### src/rtl/dmem_pkg.sv
// rtl/dmem_pkg.sv - shared constants, state encoding and alignment rule for the data-memory arbiter
package dmem_pkg;

    localparam logic [1:0] MODE_BYTE = 2'b00;
    localparam logic [1:0] MODE_HALF = 2'b01;
    localparam logic [1:0] MODE_WORD = 2'b10;
    localparam logic [1:0] MODE_RSVD = 2'b11;

    localparam logic PORT_CPU = 1'b0;
    localparam logic PORT_DBG = 1'b1;

    typedef enum logic [1:0] {
        ST_IDLE = 2'd0,
        ST_ACC  = 2'd1,
        ST_RESP = 2'd2
    } state_t;

    // Rejected accesses: reserved mode, or an address not aligned to the access size.
    function automatic logic is_bad(input logic [1:0] lsb, input logic [1:0] mode);
        is_bad = (mode == MODE_RSVD)
               | ((mode == MODE_HALF) & lsb[0])
               | ((mode == MODE_WORD) & (lsb != 2'b00));
    endfunction

endpackage

### src/rtl/dmem_subword_extract.sv
// rtl/dmem_subword_extract.sv - picks a zero-extended byte/halfword/word lane out of a memory word
module dmem_subword_extract
    import dmem_pkg::*;
(
    input  logic [31:0] word,
    input  logic [1:0]  lsb,
    input  logic [1:0]  mode,
    output logic [31:0] data,
    output logic        bad
);

    always_comb begin
        bad  = is_bad(lsb, mode);
        data = '0;
        case (mode)
            MODE_BYTE: begin
                case (lsb)
                    2'd0:    data[7:0] = word[7:0];
                    2'd1:    data[7:0] = word[15:8];
                    2'd2:    data[7:0] = word[23:16];
                    default: data[7:0] = word[31:24];
                endcase
            end
            MODE_HALF: data[15:0] = lsb[1] ? word[31:16] : word[15:0];
            MODE_WORD: data = word;
            default:   data = '0;
        endcase
        if (bad) begin
            data = '0;
        end
    end

endmodule

### src/rtl/dmem_arbiter.sv
// rtl/dmem_arbiter.sv - round-robin sharing of one data-memory port between CPU and debug loader
module dmem_arbiter
    import dmem_pkg::*;
#(
    parameter int ADDR_WIDTH = 12
) (
    input  logic                  clk,
    input  logic                  clr,
    input  logic                  req0,
    input  logic                  req1,
    input  logic [ADDR_WIDTH-1:0] addr0,
    input  logic [ADDR_WIDTH-1:0] addr1,
    input  logic [31:0]           wdata0,
    input  logic [31:0]           wdata1,
    input  logic [1:0]            mode0,
    input  logic [1:0]            mode1,
    input  logic                  wr0,
    input  logic                  wr1,
    output logic                  ack0,
    output logic                  ack1,
    output logic                  err0,
    output logic                  err1,
    output logic [31:0]           rdata0,
    output logic [31:0]           rdata1,
    output logic [ADDR_WIDTH-1:0] mem_addr,
    output logic [31:0]           mem_wdata,
    output logic [1:0]            mem_mode,
    output logic                  mem_str,
    output logic                  mem_sel,
    input  logic [31:0]           mem_rdata,
    output logic                  busy
);

    state_t                  state_q, state_d;
    logic                    last_q, last_d;
    logic                    win_q, win_d;
    logic [ADDR_WIDTH-1:0]   mem_addr_q, mem_addr_d;
    logic [31:0]             mem_wdata_q, mem_wdata_d;
    logic [1:0]              mem_mode_q, mem_mode_d;
    logic                    mem_sel_q, mem_sel_d;
    logic                    mem_str_q, mem_str_d;
    logic                    ack0_q, ack0_d, ack1_q, ack1_d;
    logic                    err0_q, err0_d, err1_q, err1_d;
    logic [31:0]             rdata0_q, rdata0_d, rdata1_q, rdata1_d;

    logic                    sel_port;
    logic [ADDR_WIDTH-1:0]   sel_addr;
    logic [31:0]             sel_wdata;
    logic [1:0]              sel_mode;
    logic                    sel_wr;
    logic [31:0]             ext_data;
    logic                    ext_bad;

    dmem_subword_extract u_extract (
        .word (mem_rdata),
        .lsb  (mem_addr_q[1:0]),
        .mode (mem_mode_q),
        .data (ext_data),
        .bad  (ext_bad)
    );

    always_comb begin
        // With both requesting, the port that did not win last time goes next.
        sel_port  = (req0 & req1) ? ~last_q : req1;
        sel_addr  = sel_port ? addr1  : addr0;
        sel_wdata = sel_port ? wdata1 : wdata0;
        sel_mode  = sel_port ? mode1  : mode0;
        sel_wr    = sel_port ? wr1    : wr0;

        state_d     = state_q;
        last_d      = last_q;
        win_d       = win_q;
        mem_addr_d  = mem_addr_q;
        mem_wdata_d = mem_wdata_q;
        mem_mode_d  = mem_mode_q;
        mem_sel_d   = 1'b0;
        mem_str_d   = 1'b0;
        ack0_d      = 1'b0;
        ack1_d      = 1'b0;
        err0_d      = 1'b0;
        err1_d      = 1'b0;
        rdata0_d    = rdata0_q;
        rdata1_d    = rdata1_q;

        case (state_q)
            ST_IDLE: begin
                if (req0 | req1) begin
                    win_d       = sel_port;
                    last_d      = sel_port;
                    mem_addr_d  = sel_addr;
                    mem_wdata_d = sel_wdata;
                    mem_mode_d  = sel_mode;
                    mem_sel_d   = 1'b1;
                    mem_str_d   = sel_wr & ~is_bad(sel_addr[1:0], sel_mode);
                    state_d     = ST_ACC;
                end
            end
            ST_ACC: begin
                if (win_q == PORT_DBG) begin
                    ack1_d   = 1'b1;
                    err1_d   = ext_bad;
                    rdata1_d = ext_data;
                end else begin
                    ack0_d   = 1'b1;
                    err0_d   = ext_bad;
                    rdata0_d = ext_data;
                end
                state_d = ST_RESP;
            end
            default: state_d = ST_IDLE;
        endcase
    end

    always_ff @(posedge clk or posedge clr) begin
        if (clr) begin
            state_q     <= ST_IDLE;
            last_q      <= 1'b1;
            win_q       <= 1'b0;
            mem_addr_q  <= '0;
            mem_wdata_q <= '0;
            mem_mode_q  <= '0;
            mem_sel_q   <= 1'b0;
            mem_str_q   <= 1'b0;
            ack0_q      <= 1'b0;
            ack1_q      <= 1'b0;
            err0_q      <= 1'b0;
            err1_q      <= 1'b0;
            rdata0_q    <= '0;
            rdata1_q    <= '0;
        end else begin
            state_q     <= state_d;
            last_q      <= last_d;
            win_q       <= win_d;
            mem_addr_q  <= mem_addr_d;
            mem_wdata_q <= mem_wdata_d;
            mem_mode_q  <= mem_mode_d;
            mem_sel_q   <= mem_sel_d;
            mem_str_q   <= mem_str_d;
            ack0_q      <= ack0_d;
            ack1_q      <= ack1_d;
            err0_q      <= err0_d;
            err1_q      <= err1_d;
            rdata0_q    <= rdata0_d;
            rdata1_q    <= rdata1_d;
        end
    end

    assign ack0      = ack0_q;
    assign ack1      = ack1_q;
    assign err0      = err0_q;
    assign err1      = err1_q;
    assign rdata0    = rdata0_q;
    assign rdata1    = rdata1_q;
    assign mem_addr  = mem_addr_q;
    assign mem_wdata = mem_wdata_q;
    assign mem_mode  = mem_mode_q;
    assign mem_sel   = mem_sel_q;
    assign mem_str   = mem_str_q;
    assign busy      = (state_q != ST_IDLE);

endmodule
### config.mk
export PLATFORM = sky130hd
export DESIGN_NAME = dmem_arbiter
export DESIGN_NICKNAME = d
export VERILOG_FILES = /design/src/rtl/dmem_pkg.sv /design/src/rtl/dmem_subword_extract.sv /design/src/rtl/dmem_arbiter.sv
export SDC_FILE = /design/constraint.sdc
export NUM_CORES = 1
export LEC_CHECK = 0
export ABC_AREA = 1
export BUFFER_PORTS_ARGS = -buffer_cell sky130_fd_sc_hd__buf_2
export CAP_MARGIN = 10
export CORE_MARGIN = 2
export CORE_UTILIZATION = 40
export DETAILED_ROUTE_END_ITERATION = 10
export GPL_ROUTABILITY_DRIVEN = 0
export HOLD_SLACK_MARGIN = 0.1
export PLACE_DENSITY = 0.71
export SKIP_LAST_GASP = 1
export SLEW_MARGIN = 30
export SYNTH_ARGS = -nofsm -noshare
export SYNTH_HDL_FRONTEND = slang
export SYNTH_SLANG_ARGS = --single-unit
export TNS_END_PERCENT = 1
### constraint.sdc
create_clock -name clk -period 4.5 [get_ports clk]
set_input_delay 0.9 -clock clk [delete_from_list [all_inputs] [get_ports clk]]
set_output_delay 0.9 -clock clk [all_outputs]
set_load 0.05 [all_outputs]
==> flow_metrics.tcl, run 1 <==
set metrics [dict create \
    clock_latency_ns 0.42 \
    hold_buffers 0 \
    vias_per_cell 4.95 \
    hold-path-endpoint "rdata1[5]$_DFFE_PP0P_" \
    synth_area_sq_um 5690 \
    vias 5712 \
    nNetsFinal 1097 \
    start_util_pct 41.0 \
    ant_nets 0 \
    finalHoldViolCount 0 \
    finalSetupTns_ns 0 \
    rsz0062_at_grt "no" \
    crit_chain "buf_2" \
    io_pins 247 \
    first_iter_violations 408 \
    path_buf_inv 1 \
    grt_pass1_wl_mm 27.2 \
    crit_arrival_ns 1.62 \
    cts_resized 0 \
    rr_worst_depth 5 \
    max-slew-margin-rel_pct 40.9 \
    die_y_microns 123 \
    reg2reg_to "rdata1[16]$_DFFE_PP0P_" \
    dominantRegCellSynth "dfrtp_1" \
    fin_total_pwr_uw 6940 \
    cts_root_buffer "clkbuf_16" \
    cts.clk_slew.worst_paths_ns 0.05 \
    htreeDepth 4 \
    ir_worst_vdd_v 0.000488 \
    synth-warning-count 0 \
    layout_min_cycle_time_ns 2.52 \
    grt_pass1_vias 5278 \
    cp_max_fo 20 \
    ys_ff_latch 120 \
    clock.fmax_ghz 0.397 \
    synthMostInstantiatedCell "nand2_1" \
    slowest_stage "dfrtp_1" \
    cp.required_ns 3.60 \
    synth_top_area_share_pct 52.3 \
    finalSetupViolations 0 \
    routed_wl_mm 17.5 \
    synth_top_area_cell "dfrtp_1" \
    drcViolationCount 0 \
    post-route-util_pct 54.2 \
    place_inst 1123 \
    synth_nets 868 \
    path_class "register to primary output" \
    clock_path_buffers 2 \
    wire_per_inst_microns 15.2 \
    num_rows 43 \
    cp-end-kind "primary output" \
    grt_max_degree 78 \
    synth_edf_count 0 \
    r2r-start "state_q[1]$_DFFE_PP0P_" \
    antenna_cells 0 \
    synthToLayoutAreaGrowth_pct 32.1 \
    start_kind "register" \
    cp_top_family "flip-flops" \
    fillCellCount 1374 \
    drv_slew 0 \
    power.density_nw_per_um2 922 \
    grt_overflow_total 0 \
    seq_area_frac_synth_pct 52.8 \
    rrSetupSlack_ns 2.22 \
    die_x_microns 123 \
    cts_buffers 17 \
    dp_hpwl_mm 12.1 \
    max_stage_delay_ns 0.81 \
    synthCells 733 \
    synth_area_leaders "dfrtp_1 52%, nand2_1 22%, o21ai_0 4.5%" \
    synth_cell_types 25 \
    synthArstFlopShare_pct 100 \
    ys_top_cells_by_count "334 x nand2_1, 119 x dfrtp_1, 63 x nor2_1, 51 x o21ai_0, 41 x nand3_1" \
    cts.sink_count 120 \
    synth.avg_cell_area_sq_um 7.77 \
    p_leak_uw 0.00434 \
    coreArea_sq_um 13900 \
    die-area_sq_um 15200 \
    drive_gt1_share_pct 30.5 \
    worstHoldPathCells 2 \
    port_buffers 246 \
    drv_cap 0 \
    hold_class "register to register" \
    min_period_over_period_pct 56.0 \
    worstMarginPinSlew_ns 0.885 \
    post_cts_buffers 0 \
    outcome "complete, no violations" \
    cts_tree "yes" \
    antenna_found_initial 0 \
    grt_usage_pct 23.6 \
    layout.cells.non_filler 1154 \
    hold_start "rdata1[5]$_DFFE_PP0P_" \
    finalClockSkew_ns 0.00710 \
    drt_pre_antenna_iters 5 \
]
-- metrics by stage --
step	area (sq um)	hold WS (ns)	setup WS, ns
after floorplan	5690	0.447	0.416
after global placement	6960	0.460	2.05
after detailed placement	6960	0.461	2.04
after CTS	7520	0.475	1.98
after global routing	7520	0.494	1.89
final	7520	0.472	1.98
-- worst min-delay path, stage by stage (launching register included) --
cell	delay [ns]
dfrtp_1	0.34
nand2_1	0.05
nand2_1	0.05
-- per-layer routing --
| metal | up-vias | GRT usage, % | part of all wire, % | routed length (microns) |
|---|---|---|---|---|
| li1 | 2763 | - | - | - |
| met3 | 34 | 5.95 | 8.6 | 1500 |
| met2 | 272 | 37.6 | 47 | 8220 |
| met5 | - | 0 | 0 | 0 |
| met4 | 0 | 8.17 | 1.8 | 318 |
| met1 | 2643 | 31.3 | 43 | 7480 |
-- area by class of cell --
class	instances	area, sq um	area share, %
clock inverter	9	100	1.33
multi-input combinational	548	2370	31.5
tap	180	225	2.99
inverter	24	95.1	1.26
sequential	120	3000	39.9
clock buffer	22	464	6.17
timing repair buffer	251	1270	16.9
-- cells in the final DEF, fill, tap and decap left out --
cell type	instances
clkinvlp_4	2
buf_4	5
dfrtp_1	119
nor2_1	63
clkinv_2	5
dfstp_2	1
o21bai_2	1
buf_2	246
clkbuf_16	17
inv_2	5
nor2_4	2
o21ai_4	1
nand2_2	1
a21oi_1	1
o21ai_2	1
clkbuf_1	3
o21ai_0	51
inv_6	1
bufinv_16	2
nor2_8	2
ha_1	5
clkbuf_8	2
a21oi_2	1
nand3b_1	2
nand2_4	1
or2_4	1
o21ai_1	40
nand2_1	334
nand3_1	41
inv_1	18
-- kinds of logic (layout without fill, tap and decap cells) --
logic type	after synthesis	count (layout)	synth area share, %
compound gates	96	96	8.75
simple gates	447	447	31.6
fa+ha+maj	5	5	1.10
flops	120	120	52.8
buf+inv	65	306	5.80
-- registers in the layout, summed over array words and instances, names as in the netlist --
name	count
err0	1
state_q	2
ack0	1
mem_addr	12
mem_str	1
rdata0	32
win_q	1
mem_sel	1
rdata1	32
ack1	1
last_q	1
err1	1
mem_wdata	32
mem_mode	2
-- worst max path at each step --
stage | start | endpoint | slack (ns) | cells after the start
2_1_floorplan | clr | ack0$_DFF_PP0_ | 0.42 | 1
3_3_place_gp | req0 | mem_str$_DFF_PP0_ | 2.05 | 7
3_5_place_dp | req0 | mem_addr[3]$_DFFE_PP0P_ | 2.04 | 6
4_1_cts | mem_addr[1]$_DFFE_PP0P_ | mem_addr[1] | 1.98 | 1
5_1_grt | mem_addr[1]$_DFFE_PP0P_ | mem_addr[1] | 1.89 | 1
6_report | mem_addr[1]$_DFFE_PP0P_ | mem_addr[1] | 1.98 | 1
-- power breakdown --
group / total [uW] / leakage, uW / switching [uW] / internal (uW)
clock: 1310 / 0.000276 / 479 / 834
combinational: 3760 / 0.00251 / 2940 / 816
sequential: 1860 / 0.00156 / 313 / 1550
total: 6940 / 0.00434 / 3740 / 3200
Note: power is estimated with default switching activity, not from simulation.
==> run 2, diff against run 1 <==
--- a/config.mk
+++ b/config.mk
@@ -5,7 +5,7 @@
 export SDC_FILE = /design/constraint.sdc
 export NUM_CORES = 1
 export LEC_CHECK = 0
-export ABC_AREA = 1
+export ABC_AREA = 0
 export BUFFER_PORTS_ARGS = -buffer_cell sky130_fd_sc_hd__buf_2
 export CAP_MARGIN = 10
 export CORE_MARGIN = 2
@@ -13,7 +13,7 @@
 export DETAILED_ROUTE_END_ITERATION = 10
 export GPL_ROUTABILITY_DRIVEN = 0
 export HOLD_SLACK_MARGIN = 0.1
-export PLACE_DENSITY = 0.71
+export PLACE_DENSITY = 0.72
 export SKIP_LAST_GASP = 1
 export SLEW_MARGIN = 30
 export SYNTH_ARGS = -nofsm -noshare
==> constraint.sdc (replaced) <==
create_clock -name clk -period 2.6 [get_ports clk]
set_input_delay 0.52 -clock clk [delete_from_list [all_inputs] [get_ports clk]]
set_output_delay 0.52 -clock clk [all_outputs]
set_load 0.05 [all_outputs]
==> flow_metrics.tcl, run 2 <==
set metrics [dict create \
    outcome "complete, no violations" \
    grt_overflow_total 0 \
    grt_usage_pct 24.1 \
    synth.avg_cell_area_sq_um 10.6 \
    layout_min_cycle_time_ns 2.05 \
    die-area_sq_um 14100 \
    num_rows 41 \
    drive_gt1_share_pct 41.1 \
    seq_area_frac_synth_pct 57.1 \
    cts_tree "yes" \
    dp_slack_ns 0.565 \
    hold_slack_ns 0.209 \
    cp_max_fo 9 \
    synth_edf_count 0 \
    coreArea_sq_um 12700 \
    mostFrequentLayoutCells "246 x buf_2, 119 x dfrtp_1, 63 x nor2_1" \
    rsz0062_at_grt "no" \
    drt_pre_antenna_iters 5 \
    grt_pass1_vias 4922 \
    cts_resized 0 \
    hold_buffers 0 \
    ys_top_cells_by_count "119 x dfrtp_1, 64 x nor2_1, 58 x nand2_1, 55 x a21oi_1, 54 x mux2i_1" \
    finalHoldViolCount 0 \
    dominantRegCellSynth "dfrtp_1" \
    routed_wl_mm 16.3 \
    crit_arrival_ns 2.34 \
    post_cts_buffers 0 \
    path_class "register to register" \
    p_leak_uw 0.00381 \
    worstMarginPinSlew_ns 0.678 \
    synth-warning-count 0 \
    synthCells 495 \
    clock_latency_ns 0.41 \
    die_y_microns 119 \
    finalSetupTns_ns 0 \
    wire_per_inst_microns 17.7 \
    synth_area_sq_um 5260 \
    cp-end-kind "register" \
    first_iter_violations 309 \
    finalSetupViolations 0 \
    vias 4765 \
    layout_setup_ws_ns 0.550 \
    synth_area_leaders "dfrtp_1 57%, mux2i_1 10%, a21oi_1 5.2%" \
    synth_top_area_cell "dfrtp_1" \
    ys_ff_latch 120 \
    antenna_cells 0 \
    min_period_over_period_pct 78.9 \
    start_util_pct 41.4 \
    htreeDepth 4 \
    finalClockSkew_ns 0.00832 \
    vias_per_cell 5.15 \
    synth_nets 630 \
    drv_slew 0 \
    dp_hpwl_mm 12.5 \
    synth_cell_types 31 \
    grt_pass1_wl_mm 26.0 \
    drv_cap 0 \
    die_x_microns 119 \
    synthArstFlopShare_pct 100 \
    final_common_cell "buf_2" \
    ir_worst_vdd_v 0.000926 \
    synthMostInstantiatedCell "dfrtp_1" \
    cts_root_buffer "clkbuf_16" \
    drcViolationCount 0 \
    hold_class "input pin to asynchronous set/reset pin" \
    ant_nets 0 \
    nNetsFinal 877 \
    cts.clk_slew.worst_paths_ns 0.05 \
    max-slew-margin-rel_pct 54.7 \
    power.density_nw_per_um2 1500 \
    cp.required_ns 2.89 \
    antenna_found_initial 1 \
    start_kind "register" \
    cts_buffers 17 \
    port_buffers 246 \
    synth_top_area_share_pct 56.6 \
    synthToLayoutAreaGrowth_pct 39.9 \
    fin_total_pwr_uw 11000 \
    clock.fmax_ghz 0.488 \
    io_pins 247 \
    clock_path_buffers 2 \
    cts.sink_count 120 \
    grt_max_degree 95 \
]
-- run 2: cell count changes after synthesis, moves of 10 or more --
cell,previous run,this run
mux2i_1,0,54
o21ai_0,51,41
inv_1,19,5
a22o_1,0,16
nand2_1,334,58
nand3_1,41,0
o21ai_1,40,0
buf_2,25,13
mux2_2,0,18
a21oi_1,1,55
-- run 2: power by group --
part / switching, uW / total [uW] / internal, uW
Combinational: 4140 / 5530 / 1390
Sequential: 448 / 3060 / 2610
Clock: 809 / 2450 / 1640
-- run 2: worst paths after layout --
check | slack, ns | from | endpoint | depth (start not counted)
max | 0.55 | mem_mode[1]$_DFFE_PP0P_ | rdata1[5]$_DFFE_PP0P_ | 6
min | 0.21 | clr | mem_sel$_DFF_PP0_ | 2
max reg2reg | 0.55 | mem_mode[1]$_DFFE_PP0P_ | rdata1[5]$_DFFE_PP0P_ | 6
min reg2reg | 0.46 | state_q[1]$_DFFE_PP0P_ | state_q[1]$_DFFE_PP0P_ | 1
max in group asynchronous | 1.71 | clr | last_q$_DFFE_PP1P_ | 3
min in group clk | 0.40 | wdata0[2] | mem_wdata[2]$_DFFE_PP0P_ | 3
-- run 2: cell type report --
type | instances | area (sq um)
multi-input combinational | 338 | 2120
clock inverter | 9 | 148
clock buffer | 22 | 464
inverter | 7 | 30.0
fill | 1143 | 5360
timing repair buffer | 258 | 1380
tap | 172 | 215
sequential | 120 | 3000
-- run 2: kinds of logic (layout without fill, tap and decap cells) --
logic type,Yosys count,count (layout),synth area share (%)
flops,120,120,57.1
buf+inv,37,296,3.04
simple gates,131,131,9.75
compound gates,130,130,14.8
fa+ha+maj,5,5,1.19
mux,72,72,14.1
-- run 2: critical path, stage by stage, from the launching register on --
cell     delay [ns]
dfrtp_1        0.44
inv_1          0.09
ha_1           0.23
nor2b_1        0.21
a211o_1        0.41
a221o_1        0.35
a22o_1         0.21
-- run 2: routing by layer --
metal,up-vias,global-route usage [%],share of wire (%)
met5,-,0,0
met4,0,10.1,2.8
met3,35,9.36,9.2
met2,231,40.1,50
met1,2276,27.6,38
li1,2223,-,-
-- run 2: through the flow --
step           utilization [%]  cells  cell area (sq um)
6_report                  57.9    926               7360
3_5_place_dp              53.0    895               6750
5_1_grt                   57.9    926               7360
4_1_cts                   57.9    926               7360
2_1_floorplan                -    495               5270
3_3_place_gp              53.0    895               6750
